<file path="src/rtl/read_pointer_control.sv">
// Read-side pointer controller for the PHY receive elastic buffer: binary/Gray read
// pointer, empty/underflow detection and SKP insertion. Optional macro: READ_PTR_SYNC_EN.
module read_pointer_control #(
    parameter int DATA_WIDTH   = 10,
    parameter int BUFFER_DEPTH = 16,
    localparam int AW = $clog2(BUFFER_DEPTH)
) (
    input  logic                  read_clk,
    input  logic                  rst_n,
    input  logic [DATA_WIDTH-1:0] data_in,
    input  logic [AW:0]           gray_write_pointer,
    input  logic                  add_req,
    output logic                  underflow,
    output logic                  Skp_Added,
    output logic [AW:0]           read_address,
    output logic [AW:0]           gray_read_pointer,
    output logic [AW:0]           fill_level
);

    localparam logic [DATA_WIDTH-1:0] SKP_NEG = DATA_WIDTH'(10'b0011111001);
    localparam logic [DATA_WIDTH-1:0] SKP_POS = DATA_WIDTH'(10'b1100000110);
    localparam logic [AW:0]           PTR_ONE = (AW + 1)'(1);

    typedef enum logic {
        IDLE = 1'b0,
        HOLD = 1'b1
    } state_e;

    state_e      state_q, state_d;
    logic [AW:0] read_address_q, read_address_d;
    logic        skp_added_q, skp_added_d;

    logic [AW:0] wr_gray_s;
    logic [AW:0] wr_bin;
    logic        empty;
    logic        is_skp;

`ifdef READ_PTR_SYNC_EN
    logic [AW:0] wr_sync1_q, wr_sync2_q;

    always_ff @(posedge read_clk or negedge rst_n) begin
        if (!rst_n) begin
            wr_sync1_q <= '0;
            wr_sync2_q <= '0;
        end else begin
            wr_sync1_q <= gray_write_pointer;
            wr_sync2_q <= wr_sync1_q;
        end
    end

    assign wr_gray_s = wr_sync2_q;
`else
    assign wr_gray_s = gray_write_pointer;
`endif

    // Each binary bit is the XOR of all Gray bits at or above it.
    always_comb begin
        wr_bin = '0;
        for (int i = 0; i <= AW; i++) begin
            wr_bin[i] = ^(wr_gray_s >> i);
        end
    end

    assign gray_read_pointer = read_address_q ^ (read_address_q >> 1);
    assign empty             = (gray_read_pointer == wr_gray_s);
    assign underflow         = empty & rst_n;
    assign fill_level        = wr_bin - read_address_q;
    assign is_skp            = (data_in == SKP_NEG) || (data_in == SKP_POS);

    always_comb begin
        state_d        = state_q;
        read_address_d = read_address_q;
        skp_added_d    = 1'b0;
        case (state_q)
            IDLE: begin
                if (!empty) begin
                    if (add_req && is_skp) begin
                        skp_added_d = 1'b1;
                        state_d     = HOLD;
                    end else begin
                        read_address_d = read_address_q + PTR_ONE;
                    end
                end
            end
            // The held SKP is still stored, so advancing here can never overrun.
            HOLD: begin
                read_address_d = read_address_q + PTR_ONE;
                state_d        = IDLE;
            end
            default: state_d = IDLE;
        endcase
    end

    always_ff @(posedge read_clk or negedge rst_n) begin
        if (!rst_n) begin
            state_q        <= IDLE;
            read_address_q <= '0;
            skp_added_q    <= 1'b0;
        end else begin
            state_q        <= state_d;
            read_address_q <= read_address_d;
            skp_added_q    <= skp_added_d;
        end
    end

    assign read_address = read_address_q;
    assign Skp_Added    = skp_added_q;

endmodule
</file>
<file path="config.mk">
export PLATFORM = sky130hd
export DESIGN_NAME = read_pointer_control
export DESIGN_NICKNAME = d
export VERILOG_FILES = /design/src/rtl/read_pointer_control.sv
export SDC_FILE = /design/constraint.sdc
export NUM_CORES = 1
export LEC_CHECK = 0
export ABC_AREA = 1
export CAP_MARGIN = 0
export CORE_MARGIN = 2
export CORE_UTILIZATION = 39
export DETAILED_ROUTE_END_ITERATION = 16
export PLACE_DENSITY = 0.85
export SKIP_CTS_REPAIR_TIMING = 1
export SLEW_MARGIN = 20
export SYNTH_ARGS = -nofsm -noshare
export SYNTH_HDL_FRONTEND = slang
export SYNTH_SLANG_ARGS = --single-unit
</file>
<file path="constraint.sdc">
create_clock -name read_clk -period 4.7 [get_ports read_clk]
set_clock_uncertainty 0.15 [all_clocks]
set_input_delay 0.47 -clock read_clk [delete_from_list [all_inputs] [get_ports read_clk]]
set_output_delay 0.47 -clock read_clk [all_outputs]
set_load 0.05 [all_outputs]
</file>
==> results of run 1 <==
metal layers:
layer  part of all wire (%)  up-vias
met4                    1.2        0
met1                     42      363
met3                    2.5        4
met5                      0        -
li1                       -      416
met2                     54       20
stage by stage:
| stage | hold slack [ns] | std cells | worst slack (ns) | util, % |
|---|---|---|---|---|
| 2_1_floorplan | 0.0244 | 113 | 1.48 | - |
| 3_3_place_gp | 0.409 | 170 | 0.771 | 62.4 |
| 3_5_place_dp | 0.416 | 170 | 0.685 | 62.4 |
| 4_1_cts | 0.327 | 173 | 0.677 | 63.7 |
| 5_1_grt | 0.341 | 173 | 0.496 | 63.7 |
| 6_report | 0.330 | 173 | 0.709 | 63.7 |
worst min path at each step:
stage / start / to / slack (ns) / depth (start not counted)
5_1_grt: rst_n / read_address[4] / 0.34 / 1
3_3_place_gp: read_address[3] / read_address[3] / 0.41 / 2
2_1_floorplan: rst_n / Skp_Added / 0.02 / 0
4_1_cts: rst_n / read_address[4] / 0.33 / 1
6_report: rst_n / read_address[4] / 0.33 / 1
3_5_place_dp: read_address[1] / read_address[1] / 0.42 / 2
sequential cells by signal, indices dropped and copies added (netlist names):
register      flops
Skp_Added         1
read_address      5
layout make-up:
| type | instances | area (sq um) |
|---|---|---|
| flip-flops and latches | 6 | 150 |
| well taps | 25 | 31.3 |
| multi-input cells | 85 | 504 |
| clock buffers | 3 | 22.5 |
| fillers | 169 | 641 |
| inverters | 20 | 75.1 |
| repair buffers | 34 | 340 |
logic make-up (layout without fill, tap and decap cells):
family	after synthesis	after routing	share of synthesized area, %
AO/OA/AOI/OAI	2	2	1.34
adder cells (fa/ha/maj)	8	8	14.5
flip-flops	6	6	20.2
XOR/XNOR	11	11	15.0
AND/OR/NAND/NOR	64	64	37.0
buffers and inverters	22	57	12.1
placed cells by master (no fill, tap or decap):
cell                              instances
sky130_fd_sc_hd__a21oi_1                  2
sky130_fd_sc_hd__and2_1                   1
sky130_fd_sc_hd__and3_1                   1
sky130_fd_sc_hd__clkbuf_4                 3
sky130_fd_sc_hd__clkdlybuf4s50_1         34
sky130_fd_sc_hd__dfrtp_1                  6
sky130_fd_sc_hd__fa_1                     1
sky130_fd_sc_hd__ha_1                     7
sky130_fd_sc_hd__inv_1                   20
sky130_fd_sc_hd__nand2_1                 37
sky130_fd_sc_hd__nand2_2                  1
sky130_fd_sc_hd__nand3_1                  8
sky130_fd_sc_hd__nand3b_1                 1
sky130_fd_sc_hd__nand4_1                  1
sky130_fd_sc_hd__nand4_2                  1
sky130_fd_sc_hd__nor2_1                  12
sky130_fd_sc_hd__nor2_2                   1
sky130_fd_sc_hd__xnor2_1                  2
sky130_fd_sc_hd__xor2_1                   7
sky130_fd_sc_hd__xor2_2                   2
==> results.md, run 1 <==
| Group | Parameter | Value |
|---|---|---|
| sta | Setup-failing EPs final | 0 |
| sta | Slew HR | 65.0% |
| logic synthesis | Area of the mapped netlist | 744 sq um |
| global route | Vias in the first global route | 768 |
| sta | Sum of negative setup slack | 0 ns |
| floorplan | # rows | 15 |
| global route | GRT met3 Usage | 1.13% |
| worst setup path | Worst Setup Path Type | input pin to output port |
| sta | Hold violation count in the final report | 0 |
| route | Average wire per cell in the routed design | 10.7 um |
| global route | Antenna violations before repair | 0 |
| global route | Wire length of the first global-routing pass | 2.95 mm |
| placed design | Port Buffer Count | 34 |
| logic synthesis | Cell with the most instances after synthesis | sky130_fd_sc_hd__nand2_1 |
| logic synthesis | Post-synth cell types | 19 |
| clock network | Clock tree from TritonCTS | done |
| global route | Pin count of the biggest net entering global routing | 8 |
| global route | GRT busiest layer | met2 |
| sta | Setup repair after global routing missed its margin | false |
| worst setup path | Crit path max fanout | 3 |
| floorplan | Chip Height | 47.7 um |
| final layout | Post-route standard cell area excluding fillers | 0.00112 sq mm |
| worst setup path | Number of stages on the worst setup path | 11 |
| logic synthesis | Post-Syn Nets | 139 |
| min path | Hold Crit Class | input pin to asynchronous set/reset pin |
| worst setup path | Category of cells accounting for the largest share of critical-path delay | buffers and inverters |
| clock network | Count of H-tree levels built during CTS | 1 |
| worst setup path | Cell count of the worst reg-to-reg path | 9 |
| clock network | Clock latency at the later pin of the worst-skew pair | 0.24 ns |
| final layout | Fraction of layout instances using a drive strength above 1 | 5.41% |
| logic synthesis | Share of Yosys cell area claimed by the top area cell type | 20.2% |
| final layout | Area growth from synthesis to layout | 50.9% |
| floorplan | Width of the chip | 47.7 um |
| worst setup path | Worst setup slack for register-to-register paths | 2.86 ns |
| clock network | Clock sink total | 6 |
| logic synthesis | Number of flip-flops and latches in the synthesized netlist | 6 |
| worst setup path | Origin of the critical flop-to-flop path | read_address[0] |
| worst setup path | Worst setup endpoint | fill_level[4] |
| final layout | Post-layout nets | 176 |
| sta | Final cycle utilization of the critical path | 84.9% |
| logic synthesis | Cells after Synth | 113 |
| logic synthesis | Leading cell types by total area after synthesis | sky130_fd_sc_hd__dfrtp_1 20%, sky130_fd_sc_hd__nand2_1 19%, sky130_fd_sc_hd__ha_1 12% |
| clock network | Clk buf depth | 2 |
| route | DR iter-0 viols | 13 |
| logic synthesis | Largest area contributor in the netlist | sky130_fd_sc_hd__dfrtp_1 |
| floorplan | Effective utilization at floorplan | 42.2% |
| floorplan | CORE AREA | 0.00176 sq mm |
| worst setup path | Critical register-to-register path endpoint | read_address[2] |
| worst setup path | Crit path capture type | output port |
| run status | Result of the run | completed |
| floorplan | Number of top-level pins | 35 |
| worst setup path | WP data arrival | 3.37 ns |
| route | Via Count | 803 |
| placed design | Post-place instance area | 0.00110 sq mm |
| worst setup path | Critical path data required time | 4.08 ns |
| sta | Actual transition at the worst max-transition pin | 0.524 ns |
| logic synthesis | Number of warning messages in the yosys log | 0 |
| sta | Achievable clock frequency | 251 MHz |
| global route | M2 GR Usage | 33.1% |
| run | Max capacitance violation total | 0 |
| sta | Min Clock Period, post-route | 3.99 ns |
| worst setup path | Worst Setup Start Kind | input pin |
| global route | All-Layer GR Usage | 18.7% |
| logic synthesis | Share of synthesized flip-flops with an asynchronous set or reset | 100% |
| sta | Max Slew Vio Count | 0 |
| logic synthesis | Number of enable-type register cells in the synthesized netlist | 0 |
| logic synthesis | Most common library cells after synthesis | 37 x sky130_fd_sc_hd__nand2_1, 20 x sky130_fd_sc_hd__inv_1, 12 x sky130_fd_sc_hd__nor2_1, 8 x sky130_fd_sc_hd__nand3_1 |
| logic synthesis | Sequential fraction of the synthesis area | 20.2% |
| floorplan | Die Footprint | 0.00227 sq mm |
| global route | GRT overflow | 0 |
| route | Detailed-router iteration count before antenna repair | 4 |
| route | Post-route antenna net violation count | 0 |
| route | Vias per inst | 4.64 |
| worst setup path | Cell Chain, Critical Path | clkdlybuf4s50_1 > xor2_2 > xor2_2 > xor2_1 > ha_1 > inv_1 > fa_1 > nand3_1 > nand2_1 > xnor2_1 > clkdlybuf4s50_1 |
| route | Drt drc | 0 |
| worst setup path | Worst Setup SP | gray_write_pointer[3] |
| global route | M1 GR Usage | 21.7% |
| logic synthesis | Syn Area/Cell | 6.59 sq um |
| logic synthesis | Main flop type after synthesis | sky130_fd_sc_hd__dfrtp_1 |
| placed design | Dpl hpwl | 1.57 mm |
| final layout | Count of inserted antenna diode cells | 0 |
| worst setup path | Worst path max stage delay | 0.81 ns |
| route | Routed Wire Length | 1.85 mm |
| worst setup path | CP Buf/Inv Count | 3 |
| clock network | Clock Pin Slew Worst Setup and Hold Paths | 0.04 ns |
| worst setup path | Slowest stage cell, crit path | sky130_fd_sc_hd__clkdlybuf4s50_1 |
| placed design | Gp weighted congestion | 0.771 |
| clock network | Master cell of the clock root buffer | sky130_fd_sc_hd__clkbuf_4 |
| clock network | CTS Buf Count | 3 |
Power of run 1 is left out: the tool's default activity adds up to more than one toggle a clock period on the data nets, which glitch-free logic cannot reach.
==> run 2: changes to the inputs <==
- clock period: 4.7 -> 3.85 ns (I/O delays scaled with it)
==> run 2 against run 1 <==
- die area did not move
- worst hold slack got worse by 0.083 ns
- first-iteration DRC count fell by 15%
- sequential cell count did not move
- sequential share of layout area fell by 0.059 points
- non-clock buffer count did not move
- critical endpoint is now fill_level[3]
==> results.md, run 2 (same netlist as run 1, synthesis figures left out) <==
| Group | Parameter | Value |
|---|---|---|
| run status | Result of the run | completed |
| global route | Vias in the first global route | 734 |
| worst setup path | Worst path max stage delay | 0.81 ns |
| clock network | Count of H-tree levels built during CTS | 1 |
| floorplan | CORE AREA | 0.00176 sq mm |
| clock network | Clock Pin Slew Worst Setup and Hold Paths | 0.04 ns |
| route | Routed Wire Length | 1.83 mm |
| sta | Sum of negative setup slack | 0 ns |
| worst setup path | Worst Setup Path Type | input pin to output port |
| sta | Min Clock Period, post-route | 3.59 ns |
| global route | Pin count of the biggest net entering global routing | 8 |
| placed design | Port Buffer Count | 34 |
| floorplan | Die Footprint | 0.00227 sq mm |
| run | Max capacitance violation total | 0 |
| final layout | Fraction of layout instances using a drive strength above 1 | 7.43% |
| clock network | Clock latency at the later pin of the worst-skew pair | 0.23 ns |
| placed design | Gp weighted congestion | 0.786 |
| global route | Wire length of the first global-routing pass | 2.85 mm |
| clock network | Master cell of the clock root buffer | sky130_fd_sc_hd__clkbuf_4 |
| worst setup path | Crit path max fanout | 3 |
| route | Drt drc | 0 |
| final layout | Most common cell after layout, fill and taps aside | sky130_fd_sc_hd__nand2_1 |
| worst setup path | Worst Setup Start Kind | input pin |
| floorplan | Chip Height | 47.7 um |
| sta | Max Slew Vio Count | 0 |
| worst setup path | Critical path data required time | 3.31 ns |
| final layout | Area growth from synthesis to layout | 51.6% |
| worst setup path | Slowest stage cell, crit path | sky130_fd_sc_hd__clkdlybuf4s50_1 |
| route | Vias per inst | 4.54 |
| final layout | Most frequent cells in the layout | 37 x sky130_fd_sc_hd__nand2_1, 31 x sky130_fd_sc_hd__clkdlybuf4s50_1, 20 x sky130_fd_sc_hd__inv_1, 12 x sky130_fd_sc_hd__nor2_1, 8 x sky130_fd_sc_hd__nand3_1 |
| worst setup path | Crit path capture type | output port |
| route | Detailed-router iteration count before antenna repair | 4 |
| clock network | CTS Buf Count | 3 |
| sta | Slew HR | 66.2% |
| floorplan | Width of the chip | 47.7 um |
| sta | Setup-failing EPs final | 0 |
| clock network | Clock sink total | 6 |
| route | Average wire per cell in the routed design | 10.6 um |
| floorplan | Number of top-level pins | 35 |
| global route | All-Layer GR Usage | 17.6% |
| floorplan | Effective utilization at floorplan | 42.2% |
| route | Via Count | 785 |
| sta | Hold violation count in the final report | 0 |
| final layout | Flip-flop count of the largest register after layout | 5 |
| global route | GRT overflow | 0 |
| worst setup path | WP data arrival | 3.05 ns |
| final layout | # fillers | 161 |
| route | Post-route antenna net violation count | 0 |
| floorplan | # rows | 15 |
| global route | Antenna violations before repair | 0 |
| clock network | Clock tree from TritonCTS | done |
| sta | Setup repair after global routing missed its margin | false |
| min path | Hold Crit Class | input pin to asynchronous set/reset pin |
| worst setup path | Cell Chain, Critical Path | clkdlybuf4s50_1 > xor2_2 > xor2_2 > xor2_1 > ha_1 > nand3_1 > nand2_1 > xor2_1 > clkdlybuf4s50_1 |
| final layout | Post-layout nets | 176 |
| route | DR iter-0 viols | 11 |
| clock network | Clk buf depth | 2 |
| placed design | Dpl hpwl | 1.59 mm |
| final layout | Count of inserted antenna diode cells | 0 |
| sta | Actual transition at the worst max-transition pin | 0.506 ns |
| sta | Achievable clock frequency | 279 MHz |
| sta | Final cycle utilization of the critical path | 93.2% |
[run 2: cell count changes in the layout (fill, tap and decap cells not counted), sizes merged]
| cell | delta |
|---|---|
| clkdlybuf4s50 | -3 |
| buf | +3 |
[run 2: metrics by stage]
step	worst slack [ns]	util, %	std cells	hold slack, ns	area [sq um]
after floorplan	0.800	-	113	-0.0606	744
after global placement	0.361	62.7	170	0.406	1110
after detailed placement	0.237	62.7	170	0.441	1110
after CTS	0.232	64.0	173	0.252	1130
after global routing	0.143	64.0	173	0.264	1130
final	0.261	64.0	173	0.247	1130
[run 2: final timing paths]
kind | start | endpoint | slack [ns] | depth (start not counted)
setup / recovery | gray_write_pointer[4] | fill_level[3] | 0.26 | 9
hold / removal | rst_n | read_address[4] | 0.25 | 1
setup reg to reg | read_address[0] | read_address[2] | 2.01 | 9
hold reg to reg | read_address[3] | read_address[3] | 0.44 | 2
max in group asynchronous | rst_n | read_address[0] | 3.08 | 1
min in group read_clk | read_address[3] | read_address[3] | 0.44 | 2
[run 2: worst max-delay path, delay by kind of cell]
kind,cells,cell delay [ns]
xor gates and xnor gates,4,0.86
buffers and inverters,2,1.36
adders and majority gates,1,0.30
and+or+nand+nor,2,0.14
[run 2: cell type report]
class / count / area (sq um) / area share [%]
clock buffer: 3 / 22.5 / 2.00
inverter: 20 / 75.1 / 6.65
multi-input combinational: 85 / 504 / 44.7
sequential: 6 / 150 / 13.3
tap: 25 / 31.3 / 2.77
timing repair buffer: 34 / 345 / 30.6
[run 2: layer usage]
| layer | wire (um) | vias to the layer above | global-route usage (%) | share of wire [%] |
|---|---|---|---|---|
| li1 | - | 414 | - | - |
| met1 | 771 | 356 | 19.5 | 42 |
| met2 | 1040 | 15 | 33.1 | 57 |
| met3 | 25 | 0 | 2.64 | 1.4 |
| met4 | 0 | 0 | 7.03 | 0 |
| met5 | 0 | - | 0 | 0 |
Power of run 2 is left out for the same reason.
